**config.mk**
```make
export PLATFORM = sky130hd
export DESIGN_NAME = uart_rx_buffer
export DESIGN_NICKNAME = d
export VERILOG_FILES = /design/src/rtl/uart_rx_buffer_pkg.sv /design/src/rtl/uart_byte_fifo.sv /design/src/rtl/uart_rx_buffer.sv
export SDC_FILE = /design/constraint.sdc
export NUM_CORES = 1
export LEC_CHECK = 0
export BUFFER_PORTS_ARGS = -buffer_cell sky130_fd_sc_hd__buf_2
export CORE_MARGIN = 4
export CORE_UTILIZATION = 67
export DETAILED_ROUTE_END_ITERATION = 12
export PLACE_DENSITY = 0.9
export SLEW_MARGIN = 10
export SYNTH_ARGS = -nofsm -noshare
export SYNTH_HDL_FRONTEND = slang
export SYNTH_SLANG_ARGS = --single-unit
```
**constraint.sdc**
```tcl
create_clock -name clk -period 4.91 [get_ports clk]
set_clock_uncertainty 0.15 [all_clocks]
set_input_delay 0 -clock clk [delete_from_list [all_inputs] [get_ports clk]]
set_output_delay 0 -clock clk [all_outputs]
set_load 0.02 [all_outputs]
```
**src/rtl/uart_rx_buffer_pkg.sv**
```systemverilog
// Shared definitions for the UART receive buffer.
// Holds the request FSM state encoding, the pop size codes and the
// default FIFO depth (log2, in bytes).
package uart_rx_buffer_pkg;

  localparam int DEFAULT_DEPTH_LOG2 = 4;

  localparam logic RD_BYTE = 1'b0;
  localparam logic RD_WORD = 1'b1;

  typedef enum logic [1:0] {
    ST_IDLE = 2'd0,
    ST_REQ  = 2'd1,
    ST_WAIT = 2'd2
  } req_state_t;

endpackage

```
**src/rtl/uart_byte_fifo.sv**
```systemverilog
// Circular byte FIFO: one byte written per cycle, up to four bytes popped
// per cycle. The four bytes starting at the read pointer are always
// presented on head_word (oldest in [7:0]) so a byte or word pop can be
// registered by the caller without extra latency.
// Ports:
//   clk, rst       clock, async active-high reset (pointers and count only)
//   push/push_data write one byte at the write pointer
//   pop/pop_word   remove 1 byte (pop_word=0) or 4 bytes (pop_word=1)
//   head_word      four bytes at the read pointer, little-endian
//   count          bytes currently stored
// The caller guarantees push only when space exists and pop only when
// enough bytes are stored.
module uart_byte_fifo
  import uart_rx_buffer_pkg::*;
#(
  parameter int DEPTH_LOG2 = DEFAULT_DEPTH_LOG2
) (
  input  logic                  clk,
  input  logic                  rst,
  input  logic                  push,
  input  logic [7:0]            push_data,
  input  logic                  pop,
  input  logic                  pop_word,
  output logic [31:0]           head_word,
  output logic [DEPTH_LOG2:0]   count
);

  localparam int DEPTH = 1 << DEPTH_LOG2;
  localparam logic [DEPTH_LOG2-1:0] PTR_ONE = (DEPTH_LOG2)'(1);

  logic [7:0]            mem [DEPTH];
  logic [DEPTH_LOG2-1:0] wr_ptr;
  logic [DEPTH_LOG2-1:0] rd_ptr;
  logic [DEPTH_LOG2:0]   pop_n;
  logic [DEPTH_LOG2-1:0] rd_idx [4];

  always_comb begin
    pop_n = '0;
    if (pop) begin
      pop_n = pop_word ? (DEPTH_LOG2+1)'(4) : (DEPTH_LOG2+1)'(1);
    end
  end

  // Index arithmetic is DEPTH_LOG2 bits wide, so a word read straddling
  // the end of storage wraps to the start on its own.
  always_comb begin
    for (int i = 0; i < 4; i++) begin
      rd_idx[i] = rd_ptr + (DEPTH_LOG2)'(i);
    end
  end

  assign head_word = {mem[rd_idx[3]], mem[rd_idx[2]], mem[rd_idx[1]], mem[rd_idx[0]]};

  always_ff @(posedge clk) begin
    if (push) begin
      mem[wr_ptr] <= push_data;
    end
  end

  always_ff @(posedge clk or posedge rst) begin
    if (rst) begin
      wr_ptr <= '0;
      rd_ptr <= '0;
      count  <= '0;
    end else begin
      if (push) begin
        wr_ptr <= wr_ptr + PTR_ONE;
      end
      // A pop of 4 with DEPTH_LOG2 == 2 truncates to 0, which is the
      // correct advance modulo the depth.
      rd_ptr <= rd_ptr + pop_n[DEPTH_LOG2-1:0];
      count  <= count + {{DEPTH_LOG2{1'b0}}, push} - pop_n;
    end
  end

endmodule

```
**src/rtl/uart_rx_buffer.sv**
```systemverilog
// UART receive buffer: requests bytes from the UART wrapper while space
// remains, stores every received byte in a byte FIFO, and lets the CPU or
// loader pop one byte (zero-extended) or one little-endian word per request.
// Ports:
//   clk, rst          clock, async active-high reset
//   u_ready           UART wrapper can accept a read request
//   rx_done, r_data   received byte strobe and data (may be unsolicited)
//   r_valid           one-cycle registered read request
//   rd_req, rd_size   pop request, 0 = byte, 1 = word
//   rd_ready          enough bytes buffered for rd_size
//   rd_valid, rd_data popped data, one cycle after an accepted rd_req
//   count             bytes buffered
//   overflow, ovf_clr sticky dropped-byte flag and its clear
//
// state   | meaning
// IDLE    | no request outstanding; request when idle UART and space left
// REQ     | r_valid is high this cycle
// WAIT    | request issued, waiting for rx_done
module uart_rx_buffer
  import uart_rx_buffer_pkg::*;
#(
  parameter int DEPTH_LOG2 = DEFAULT_DEPTH_LOG2
) (
  input  logic                  clk,
  input  logic                  rst,
  input  logic                  u_ready,
  input  logic                  rx_done,
  input  logic [7:0]            r_data,
  output logic                  r_valid,
  input  logic                  rd_req,
  input  logic                  rd_size,
  output logic                  rd_ready,
  output logic                  rd_valid,
  output logic [31:0]           rd_data,
  output logic [DEPTH_LOG2:0]   count,
  output logic                  overflow,
  input  logic                  ovf_clr
);

  localparam logic [DEPTH_LOG2:0] DEPTH_CNT = (DEPTH_LOG2+1)'(1 << DEPTH_LOG2);
  localparam logic [DEPTH_LOG2:0] WORD_CNT  = (DEPTH_LOG2+1)'(4);

  req_state_t  state;
  req_state_t  state_next;
  logic        req_next;
  logic        pop;
  logic        push;
  logic        drop;
  logic [31:0] head_word;

  assign rd_ready = (rd_size == RD_BYTE) ? (count != '0) : (count >= WORD_CNT);
  assign pop      = rd_req && rd_ready;
  // A full FIFO still accepts the byte when a pop frees space this cycle.
  assign push     = rx_done && ((count != DEPTH_CNT) || pop);
  assign drop     = rx_done && !push;

  uart_byte_fifo #(
    .DEPTH_LOG2(DEPTH_LOG2)
  ) u_fifo (
    .clk       (clk),
    .rst       (rst),
    .push      (push),
    .push_data (r_data),
    .pop       (pop),
    .pop_word  (rd_size),
    .head_word (head_word),
    .count     (count)
  );

  always_ff @(posedge clk or posedge rst) begin
    if (rst) begin
      state   <= ST_IDLE;
      r_valid <= 1'b0;
    end else begin
      state   <= state_next;
      r_valid <= req_next;
    end
  end

  // Leaving IDLE implies no request is outstanding, so buffered bytes
  // alone decide whether space remains.
  always_comb begin
    state_next = state;
    case (state)
      ST_IDLE: if (u_ready && (count < DEPTH_CNT)) state_next = ST_REQ;
      ST_REQ:  state_next = ST_WAIT;
      ST_WAIT: if (rx_done) state_next = ST_IDLE;
      default: state_next = ST_IDLE;
    endcase
  end

  always_comb begin
    req_next = (state_next == ST_REQ);
  end

  always_ff @(posedge clk or posedge rst) begin
    if (rst) begin
      rd_valid <= 1'b0;
      rd_data  <= '0;
      overflow <= 1'b0;
    end else begin
      rd_valid <= pop;
      if (pop) begin
        rd_data <= (rd_size == RD_WORD) ? head_word : {24'h0, head_word[7:0]};
      end
      if (drop) begin
        overflow <= 1'b1;
      end else if (ovf_clr) begin
        overflow <= 1'b0;
      end
    end
  end

endmodule

```
## After elaboration in Yosys (flattened, before gate mapping)

Memories as Yosys holds them, arrays and structs flattened.
Index checks and enable logic that the tools add are counted.

| storage, ports and cells | value |
|---|---|
| RAM bits | 128 |
| memories | 1 |
| bits of input ports | 15 |
| flip-flop bits (word level) | 50 |
| logic and storage cells | 42 |
| output and inout bits | 41 |

Memories:

| memory | words | width | rd ports | clocked after Yosys merged registers in | write ports | line | source |
|---|---|---|---|---|---|---|---|
| u_fifo.mem | 16 | 8 | 4 | 0 | 1 | uart_byte_fifo.sv:31 | `logic [7:0] mem [DEPTH];` |

| operators by class | value |
|---|---|
| reduce and logical (&&, ||, !) cells | 9 |
| equality and inequality tests | 4 |
| add/sub/neg operators | 7 |
| order comparisons | 2 |
| multiplexer cells | 11 |

Operators by type and width:

| cell | number |
|---|---|
| two-way mux 32 bit | 1 |
| adder 4 x 1 -> 4 bit (second input constant) | 2 |
| adder 4 x 2 -> 4 bit (second input constant) | 2 |
| case mux 2 bit (3 select lines) | 1 |
| adder 5 x 1 -> 5 bit | 1 |
| >= comparator 5 x 3 -> 1 bit (second input constant) | 1 |
| < comparator 5 bit (second input constant) | 1 |
| two-way mux 1 bit | 5 |
| two-way mux 5 bit | 1 |
| != test 5 bit (second input constant) | 1 |
| nonzero test 5 bit | 1 |
| subtractor 5 bit | 1 |
| adder 4 bit | 1 |
| equality test 2 x 1 -> 1 bit (second input constant) | 2 |
| logical AND 1 bit | 4 |
| two-way mux 2 bit | 2 |
| two-way mux 3 bit | 1 |
| equality test 2 bit (second input constant) | 1 |
| logical NOT 2 bit | 1 |
| nonzero test 2 bit | 1 |
| logical NOT 1 bit | 1 |
| logical OR 1 bit | 1 |

## Logic depth before layout (Yosys ltp)

| depth | value |
|---|---|
| depth after elaboration | 8 |
| depth in mapped cells | 16 |
| gate-level depth less buffers | 15 |

## Hierarchy

Synthesis repeated with hierarchy kept, for this count alone.

| second synthesis, totals | value |
|---|---|
| cell total of the unflattened synthesis | 618 |
| area, all modules | 10163.5 um2 |

By module, submodules not included:

| module | area an instance (um2) | cells an instance | sequential area each (um2) | instances |
|---|---|---|---|---|
| uart_byte_fifo | 8599.5 | 500 | 4169.0 | 1 |
| uart_rx_buffer | 1564.0 | 118 | 925.9 | 1 |

## Worst setup path after synthesis

Ideal clock, no wire load.

| timing | value |
|---|---|
| kind | reg2reg |
| from | reg u_fifo.count[4] |
| to | reg u_fifo.count[4] |
| required time | 4.632 ns |
| slack | 1.335 ns |
| clock period less this slack | 3.575 ns |
| data arrival time | 3.297 ns |
| cell stages (with the launch flop) | 17 |
| library setup time | 0.128 ns |
| path through | dfrtp_1 inv_1 ha_1 nand3b_1 a21boi_0 nand2_1 clkbuf_1 nor2_1 ha_1 inv_1 ha_1 inv_1 fa_1 inv_1 a21o_1 a21oi_1 xor2_1 |

| between the ends | value |
|---|---|
| longest elaborated chain between the ends | 7 |
| elaborated cells between the ends (all ways) | 10 |

RTL lines:

| element | line | source |
|---|---|---|
| start, declared | uart_byte_fifo.sv:25 | `output logic [DEPTH_LOG2:0] count` |
| start signal, assigned | uart_byte_fifo.sv:72 | `count <= count + {{DEPTH_LOG2{1'b0}}, push} - pop_n;` |
| >= comparator 5 x 3 -> 1 bit or nonzero test 5 bit (tied branches) | uart_rx_buffer.sv:51 | `assign rd_ready = (rd_size == RD_BYTE) ? (count != '0) : (count >= WORD_CNT);` |
| two-way mux 1 bit (*) | uart_rx_buffer.sv:51 |  |
| via rd_ready | uart_rx_buffer.sv:32 | `output logic rd_ready,` |
| logical AND 1 bit (*) | uart_rx_buffer.sv:52 | `assign pop = rd_req && rd_ready;` |
| logical OR 1 bit | uart_rx_buffer.sv:54 | `assign push = rx_done && ((count != DEPTH_CNT) \|\| pop);` |
| logical AND 1 bit | uart_rx_buffer.sv:54 |  |
| adder 5 x 1 -> 5 bit | uart_byte_fifo.sv:72 |  |
| subtractor 5 bit (*) | uart_byte_fifo.sv:72 |  |

Mark *: on every way through the listed nets, which the timed path passes. The rest lies on a longest branch.
A chain may end at the register's enable or synchronous reset.

## Worst setup path in the final report

| timing | value |
|---|---|
| from | reg u_fifo.rd_ptr[1] |
| to | reg rd_data[25] |

| between the ends | value |
|---|---|
| longest elaborated chain between the ends | 3 |

RTL lines:

| element | line | source |
|---|---|---|
| start, declared | uart_byte_fifo.sv:33 | `logic [DEPTH_LOG2-1:0] rd_ptr;` |
| start signal, assigned | uart_byte_fifo.sv:71 | `rd_ptr <= rd_ptr + pop_n[DEPTH_LOG2-1:0];` |
| adder 4 x 2 -> 4 bit | uart_byte_fifo.sv:48 | `rd_idx[i] = rd_ptr + (DEPTH_LOG2)'(i);` |
| memory (16 x 8 bit) | - |  |
| two-way mux 32 bit | uart_rx_buffer.sv:104 | `rd_data <= (rd_size == RD_WORD) ? head_word : {24'h0, head_word[7:0]};` |
| end signal, assigned | uart_rx_buffer.sv:104 |  |
| end, declared | uart_rx_buffer.sv:34 | `output logic [31:0] rd_data,` |

No other way between the ends.

==> impl_metrics.py <==
metrics = {
    "floorplan": {
        "fp.coreArea_um2": 14600,
        "initial_core_util_pct": 68.5,
        "dieWidth_um": 130,
        "io_pins": 56,
        "dieArea_um2": 16900,
        "die_h_um": 130,
        "rows": 44,
    },
    "critical_path": {
        "endpoint_kind": "register",
        "start_kind": "register",
        "max_stage_delay_ns": 0.82,
        "r2r_end": "rd_data[25]",
        "reg2reg_depth": 6,
        "r2r_slack_ns": 1.36,
        "crit_type": "register to register",
        "required_ns": 5.08,
        "path_cells": "inv_2 -> ha_4 -> xnor2_4 -> mux4_2 -> a221o_1 -> a22o_1",
        "r2r_start": "u_fifo.rd_ptr[1]",
        "crit_arrival_ns": 3.72,
        "cp_slowest_cell": "xnor2_4",
        "critPathMaxFanout": 20,
    },
    "hold_path": {
        "hold_start": "rd_req",
        "worstHoldPathType": "input pin to register",
        "min_to": "rd_valid",
        "min_path_cells": 4,
    },
    "global_route": {
        "grt_pass1_wl_um": 42500,
        "grt_max_degree": 53,
        "grt_pass1_vias": 6939,
        "overflow": 0,
        "grt_usage_pct": 35.1,
        "antenna_found_initial": 0,
    },
    "synthesis": {
        "synth.most_common_cell": "edfxtp_1",
        "syn_avg_cell_area_um2": 16.7,
        "synth_top_area_share_pct": 38.5,
        "synth_area_leader_cell": "edfxtp_1",
        "async_flop_share_pct": 28.1,
        "synth_common_cells": "128 x edfxtp_1, 124 x mux4_2, 50 x dfrtp_1, 48 x mux2i_1, 32 x nand2_1",
        "synthesis.area_um2": 9990,
        "synth_ff_type": "edfxtp_1",
        "synth-edff-count": 128,
        "syn_inst": 597,
        "yosys_register_bits": 178,
        "syn-num-nets": 631,
        "ys_top_cells_by_area": "edfxtp_1 38%, mux4_2 28%, dfrtp_1 13%",
        "yosys.cell_types.count": 39,
        "yosys_warnings": 0,
        "seq_area_frac_synth_pct": 51.0,
    },
    "clock_network": {
        "cts.htree.levels": 4,
        "clk_pin_slew_ns": 0.07,
        "clockRootBuffer": "clkbuf_16",
        "cts_tree": "built",
        "clock_latency_ns": 0.43,
        "cts.path.max_buffers": 2,
        "post_cts_buffers": 0,
        "cts.sinks": 178,
        "cts-buffers-inserted": 17,
    },
    "outcome": {
        "status": "completed",
    },
    "placed_design": {
        "pre_cts_slack_ns": 1.50,
        "place_area_um2": 10500,
        "port_buffers": 55,
        "post-dp-hpwl_um": 17800,
        "dp.cells": 811,
        "place_congestion": 0.946,
    },
    "sta": {
        "worst_pin_slew_ns": 1.19,
        "relSlewSlack_pct": 20.9,
        "layout_min_cycle_time_ns": 3.55,
        "slew_viol_final": 0,
        "hold_viol_final": 0,
        "fin_crit_sh_pct": 72.3,
        "fin_tns_setup_ns": 0,
        "fmaxAchievable_mhz": 282,
        "fin_ws_ns": 1.36,
        "hold-worst-slack_ns": 0.0553,
        "rsz0062_at_grt": "false",
        "setup_violations": 0,
    },
    "cells_and_area": {
        "insertedDiodeCount": 0,
        "fillCellCount": 728,
        "syn2layout_area_growth_pct": 12.6,
        "fin_area_um2": 11200,
        "final_nets": 695,
        "layout.cells.non_filler": 858,
        "drive_gt1_share_pct": 36.4,
    },
    "power_and_ir_drop": {
        "vdd.ir_drop.worst_mv": 0.520,
        "p_per_area_nw_per_um2": 743,
        "leakage_nw": 4.28,
    },
    "route": {
        "dr.pass1.iters": 6,
        "drt_iter0_drc": 1173,
        "wire_per_inst_um": 32.3,
        "avgViaCountPerCell": 8.07,
        "drt_wl_total_um": 27700,
        "ant_nets": 0,
        "drc": 0,
        "num_vias": 6928,
    },
    "run": {
        "maxCapViolCount": 0,
    },
}
==> logic make-up (layout without fill, tap and decap cells) <==
kind of cell	after synthesis	count (layout)	share of synthesized area, %
buffers and inverters	66	143	2.99
adder cells (fa/ha/maj)	19	19	2.45
AND/OR/NAND/NOR	69	69	3.33
flip-flops	178	178	51.0
multiplexers	175	175	33.1
AO/OA/AOI/OAI	77	77	5.79
XOR/XNOR	13	13	1.33
==> cell type report <==
cell class | count | area (µm²) | area share [%]
Tap cell | 184 | 230 | 2.05
Multi-Input combinational cell | 353 | 4680 | 41.6
Clock inverter | 15 | 163 | 1.45
Timing Repair Buffer | 89 | 568 | 5.05
Sequential cell | 178 | 5100 | 45.4
Clock buffer | 17 | 425 | 3.78
Inverter | 22 | 82.6 | 0.734
==> worst max-delay path by stage <==
stage	from	endpoint	cells past startpoint
floorplan	u_fifo.count[4]	u_fifo.count[4]	16
global placement	u_fifo.rd_ptr[1]	rd_data[30]	6
detailed placement	u_fifo.rd_ptr[1]	rd_data[25]	6
CTS	u_fifo.rd_ptr[1]	rd_data[25]	6
global route	u_fifo.rd_ptr[1]	rd_data[25]	6
finish	u_fifo.rd_ptr[1]	rd_data[25]	6
==> repair_timing <==
| action | in CTS | in global routing |
|---|---|---|
| hold buffers | 15 | 0 |
| resized for setup | 0 | 0 |
| hold endpoints to repair | 185 | 0 |
==> layout by cell type (no fill, tap or decap), drive strengths merged, types with 16 or more instances in the layout <==
| cell type | instances |
|---|---|
| a21o | 16 |
| buf | 74 |
| clkbuf | 17 |
| dfrtp | 50 |
| edfxtp | 128 |
| ha | 18 |
| inv | 31 |
| mux2i | 48 |
| mux4 | 124 |
| nand2 | 32 |
==> per-stage QoR <==
step / util (%) / total power, mW
global route: 77.1 / 8.73
CTS: 77.1 / 8.28
detailed placement: 72.0 / 6.85
global placement: 72.0 / 6.68
floorplan: - / 5.69
finish: 77.1 / 8.35
==> per-layer routing <==
metal	vias up	share of wire (%)	global-route usage, %
met4	0	6.2	18.7
li1	2627	-	-
met3	132	13	9.70
met2	719	49	56.2
met5	-	0	0
met1	3450	32	44.3
==> critical path, delay by kind of cell (launching register included) <==
| family | cells | cell delay [ns] |
|---|---|---|
| fa+ha+maj | 1 | 0.25 |
| flops | 1 | 0.66 |
| mux | 1 | 0.66 |
| compound gates | 2 | 0.61 |
| xor+xnor | 1 | 0.82 |
| buf+inv | 1 | 0.27 |
==> state kept, by name (all words and copies together), names as in the netlist <==
| name | count |
|---|---|
| u_fifo.wr_ptr | 4 |
| u_fifo.count | 5 |
| overflow | 1 |
| state | 2 |
| rd_valid | 1 |
| u_fifo.mem | 128 |
| u_fifo.rd_ptr | 4 |
| r_valid | 1 |
| rd_data | 32 |
==> power by group <==
| part | internal, mW | total, mW | switching [mW] | leakage (nW) |
|---|---|---|---|---|
| Clock | 0.724 | 1.35 | 0.626 | 0.291 |
| Combinational | 2.25 | 4.71 | 2.46 | 2.21 |
| Sequential | 1.91 | 2.29 | 0.381 | 1.78 |
Note: power is estimated with default switching activity, not from simulation.
